**src/rtl/mtx_pkg.sv**
```systemverilog
// Shared parameters and state encoding for the 4x4 matrix product path.
// Imported by the multiplier and the result collector.
package mtx_pkg;

  localparam int N  = 4;
  localparam int DW = 18;
  localparam int AW = 4;
  localparam int TW = 20;
  localparam int NN = N * N;

  typedef enum logic [1:0] {
    IDLE    = 2'b00,
    CAPTURE = 2'b01,
    DONE    = 2'b10,
    ERR     = 2'b11
  } state_e;

  // Row-major diagonal elements sit every N+1 words.
  function automatic logic is_diag(input logic [AW-1:0] idx);
    return (int'(idx) % (N + 1)) == 0;
  endfunction

endpackage

```
**src/rtl/mtx_buf_ram.sv**
```systemverilog
// N*N x DW frame buffer: one write port, one registered read port.
// Read register resets to zero; array contents are not reset.
module mtx_buf_ram
  import mtx_pkg::*;
(
  input  logic          clk,
  input  logic          rst_n,
  input  logic          we,
  input  logic [AW-1:0] waddr,
  input  logic [DW-1:0] wdata,
  input  logic          re,
  input  logic [AW-1:0] raddr,
  output logic [DW-1:0] rdata
);

  logic [DW-1:0] mem_q [NN];
  logic [DW-1:0] rdata_q;

  always_ff @(posedge clk) begin
    if (we) begin
      mem_q[waddr] <= wdata;
    end
  end

  always_ff @(posedge clk) begin
    if (!rst_n) begin
      rdata_q <= '0;
    end else if (re) begin
      rdata_q <= mem_q[raddr];
    end
  end

  assign rdata = rdata_q;

endmodule

```
**src/rtl/mtx_result_collector.sv**
```systemverilog
// Captures a 16-word product frame, tracks trace and max on the fly,
// then serves random-access reads once the frame is complete.
module mtx_result_collector
  import mtx_pkg::*;
(
  input  logic          clk,
  input  logic          rst_n,
  input  logic          start,
  input  logic          mp_valid,
  input  logic [DW-1:0] mp_in,
  input  logic          rd_en,
  input  logic [AW-1:0] rd_addr,
  output logic [DW-1:0] rd_data,
  output logic          rd_valid,
  output logic [TW-1:0] trace,
  output logic [DW-1:0] max_val,
  output logic [AW-1:0] max_idx,
  output logic          done,
  output logic          err
);

  state_e        state_q, state_d;
  logic [AW-1:0] cnt_q, cnt_d;
  logic [TW-1:0] trace_q, trace_d;
  logic [DW-1:0] max_q, max_d;
  logic [AW-1:0] idx_q, idx_d;
  logic          rd_valid_q, rd_valid_d;
  logic          cap;
  logic          re;

  always_comb begin
    state_d = state_q;
    cnt_d   = cnt_q;
    trace_d = trace_q;
    max_d   = max_q;
    idx_d   = idx_q;
    cap     = 1'b0;
    re      = 1'b0;
    if (start) begin
      state_d = IDLE;
      cnt_d   = '0;
      trace_d = '0;
      max_d   = '0;
      idx_d   = '0;
    end else begin
      unique case (state_q)
        IDLE: begin
          if (mp_valid) begin
            cap     = 1'b1;
            state_d = CAPTURE;
          end
        end
        CAPTURE: begin
          if (mp_valid) begin
            cap = 1'b1;
            if (cnt_q == AW'(NN - 1)) begin
              state_d = DONE;
            end
          end else begin
            state_d = ERR;
          end
        end
        DONE:    re = rd_en;
        ERR:     re = 1'b0;
        default: re = 1'b0;
      endcase
      // Strict compare so ties keep the earliest index.
      if (cap) begin
        cnt_d = cnt_q + 1'b1;
        if (is_diag(cnt_q)) begin
          trace_d = trace_q + TW'(mp_in);
        end
        if (mp_in > max_q) begin
          max_d = mp_in;
          idx_d = cnt_q;
        end
      end
    end
    rd_valid_d = re;
  end

  always_ff @(posedge clk) begin
    if (!rst_n) begin
      state_q    <= IDLE;
      cnt_q      <= '0;
      trace_q    <= '0;
      max_q      <= '0;
      idx_q      <= '0;
      rd_valid_q <= 1'b0;
    end else begin
      state_q    <= state_d;
      cnt_q      <= cnt_d;
      trace_q    <= trace_d;
      max_q      <= max_d;
      idx_q      <= idx_d;
      rd_valid_q <= rd_valid_d;
    end
  end

  mtx_buf_ram u_buf (
    .clk   (clk),
    .rst_n (rst_n),
    .we    (cap & rst_n),
    .waddr (cnt_q),
    .wdata (mp_in),
    .re    (re),
    .raddr (rd_addr),
    .rdata (rd_data)
  );

  assign rd_valid = rd_valid_q;
  assign trace    = trace_q;
  assign max_val  = max_q;
  assign max_idx  = idx_q;
  assign done     = (state_q == DONE);
  assign err      = (state_q == ERR);

endmodule

```
**config.mk**
```make
export PLATFORM = sky130hd
export DESIGN_NAME = mtx_result_collector
export DESIGN_NICKNAME = d
export VERILOG_FILES = /design/src/rtl/mtx_pkg.sv /design/src/rtl/mtx_buf_ram.sv /design/src/rtl/mtx_result_collector.sv
export SDC_FILE = /design/constraint.sdc
export NUM_CORES = 1
export LEC_CHECK = 0
export BUFFER_PORTS_ARGS = -buffer_cell sky130_fd_sc_hd__buf_2
export CAP_MARGIN = 0
export CELL_PAD_IN_SITES_DETAIL_PLACEMENT = 2
export CELL_PAD_IN_SITES_GLOBAL_PLACEMENT = 2
export CORE_UTILIZATION = 47
export CTS_BUF_LIST = sky130_fd_sc_hd__clkbuf_8
export DETAILED_ROUTE_END_ITERATION = 10
export GPL_TIMING_DRIVEN = 0
export MAX_ROUTING_LAYER = met4
export PLACE_DENSITY_LB_ADDON = 0.25
export SYNTH_ARGS = -nofsm -noshare
export SYNTH_HDL_FRONTEND = slang
export SYNTH_SLANG_ARGS = --single-unit
```
**constraint.sdc**
```tcl
create_clock -name clk -period 3.1 [get_ports clk]
set_input_delay 0 -clock clk [delete_from_list [all_inputs] [get_ports clk]]
set_output_delay 0 -clock clk [all_outputs]
set_load 0.05 [all_outputs]
```
==> metrics.yaml <==
status: "complete, no violations"
whs_ns: 0.0480
rsz0062_at_grt: "false"
via_per_inst: 6.30
start_util_pct: 47.8
cts_tree: "done"
fin_ws_ns: 0.134
period_needed_ns: 2.97
grt_pass1_vias: 10700
vias: 9980
ys_top_cells_by_area: "edfxtp_1, mux4_2, dfxtp_1"
drt_iter0_drc: 1046
finalPower_uw: 10400
coreArea_um2: 31600
worst_slew_pin_slew_ns: 1.06
hold_viol: 0
rr_startpoint: "cnt_q[2]"
path_class: "register to register"
clk_latency_ns: 0.63
cts.sinks: 355
synth_seq_area_share_pct: 66.1
syn-num-nets: 1017
endpoint_kind: "register"
grt_max_degree: 20
startpoint_type: "register"
rrSetupSlack_ns: 0.13
dp_hpwl_mm: 32.2
clk_path_buf_depth: 3
drc_errors: 0
avgSynthCellArea_um2: 16.0
h-tree-depth: 2
rows: 65
synth_edf_count: 288
routed_wl_mm: 52.7
die-area_um2: 32900
syn_to_final_growth_pct: 18.2
cts_root_buffer: "clkbuf_8"
fmax_mhz: 337
hold_depth: 4
slew_headroom_pct: 29.5
gr-total-overflow: 0
clock-skew-final_ns: 0.0442
setup_viol: 0
grt.total_usage_pct: 33.8
ys_warn_count: 0
min_from: "rst_n"
worstPathRequired_ns: 3.63
synth_area_um2: 15100
p_leak_uw: 0.00629
routabilityCongestion: 0.822
cts.reportedPaths.clkPinSlew_ns: 0.07
pin_count: 90
synth_seq_cells: 355
synth_most_common_cell: "edfxtp_1"
r2r_end: "trace[11]"
cp_data_arrival_time_ns: 3.50
port_buffers: 85
antenna_found_initial: 3
die_h_um: 181
drv_slew: 0
cts_setup_buffers: 0
drive_gt1_share_pct: 26.5
fp.dieW_um: 181
synth.distinct_cells: 58
pwr_density_cell_nw_per_um2: 584
min_to: "trace[7]"
drtPass1Iterations: 5
hold_class: "input pin to register"
async_reset_ff_share_pct: 0
worstPathMaxFanout: 10
place_ws_ns: 0.120
synth_commonest_cells: "edfxtp_1, mux4_2, dfxtp_1, nand2_1, a21oi_1"
drtAntennaViolNets: 0
yosys.area.top_type: "edfxtp_1"
synth_top_area_share_pct: 57.2
grt_pass1_wl_mm: 76.1
rr_worst_depth: 11
nets: 1206
synthFlopType: "edfxtp_1"
wl_per_cell_um: 33.3
cts_buffers: 59
synth_cells: 945
drv_cap: 0
fin_crit_sh_pct: 95.7
vdd.ir_drop.worst_mv: 0.432
## worst max-delay path: stages (launching register included)
cell and delay [ns]:
dfxtp_1 0.39, buf_4 0.24, inv_1 0.18, ha_1 0.22, inv_1 0.05, ha_1 0.23
nand2b_1 0.17, o32ai_2 0.33, o211a_1 0.30, buf_2 0.30, nand2_1 0.18, o31ai_1 0.29
## placed cells by master, fill, tap and decap left out, drive strengths merged, types with 22 or more instances in the layout
cell type,Yosys,final
ha,44,44
dfxtp,67,67
clkbuf,29,94
inv,33,55
mux4,90,90
dlygate4sd3,0,22
buf,22,128
nand2,67,67
a21oi,54,54
edfxtp,288,288
o21ai,46,46
nor2,37,37
## timing repair
| action | 4_1_cts | 5_1_grt |
|---|---|---|
| setup endpoints to repair | 0 | 3 |
| hold endpoints to repair | 311 | 0 |
| hold buffers | 22 | 0 |
| gates resized for setup | 0 | 2 |
## registers in the layout, summed over array words and instances (netlist names)
name         flops
u_buf.mem_q    288
trace           20
max_val         18
u_buf.rdata     18
cnt_q            4
max_idx          4
state_q          2
rd_valid         1
## stage by stage
step / cell area, um2 / util, % / setup TNS [ns] / std cells
4_1_cts: 17900 / 56.5 / 0 / 1584
6_report: 17900 / 56.5 / 0 / 1585
2_1_floorplan: 15100 / - / 0 / 945
3_3_place_gp: 16000 / 50.7 / -97.89 / 1432
3_5_place_dp: 16500 / 52.0 / 0 / 1453
5_1_grt: 17900 / 56.5 / 0 / 1585
## routing by layer
layer / global-route usage, % / vias to the layer above / part of all wire [%]
met5: - / - / 0
met4: 11.0 / 0 / 3.2
met3: 5.89 / 99 / 6.2
met2: 55.0 / 455 / 50
met1: 43.1 / 5319 / 41
li1: - / 4107 / -
## power breakdown
group	internal [uW]	switching [uW]
Clock	2260	2120
Sequential	5180	27.1
Combinational	299	542
## layout make-up
| type | instances | area (um2) |
|---|---|---|
| Multi-Input combinational cell | 506 | 4790 |
| Timing Repair Buffer | 128 | 997 |
| Tap cell | 402 | 503 |
| Buffer | 51 | 273 |
| Inverter | 33 | 124 |
| Clock inverter | 44 | 293 |
| Fill cell | 2779 | 13800 |
| Sequential cell | 355 | 9990 |
| Clock buffer | 65 | 895 |
| Antenna cell | 1 | 2.50 |
## cell families after synthesis
group                      count (synthesis)  synth area share (%)
AOI/OAI and AO/OA                        165                  6.57
xor gates and xnor gates                  12                 0.695
adders and majority gates                 45                  3.77
buffers and inverters                     84                  2.62
DFF                                      355                  66.1
muxes                                     92                  13.8
and+or+nand+nor                          192                  6.46
## how the worst max path moves through the flow
stage / from / slack [ns] / endpoint / depth (start not counted)
after CTS: cnt_q[2] / 0.07 / trace[2] / 11
after detailed placement: cnt_q[2] / 0.12 / trace[2] / 11
after global routing: cnt_q[2] / 0.01 / trace[11] / 11
final: cnt_q[2] / 0.13 / trace[11] / 11
after floorplan: trace[0] / 0.52 / trace[14] / 9
after global placement: start / -1.33 / u_buf.mem_q[2][8] / 6
Power figures use the tool's default switching activity.
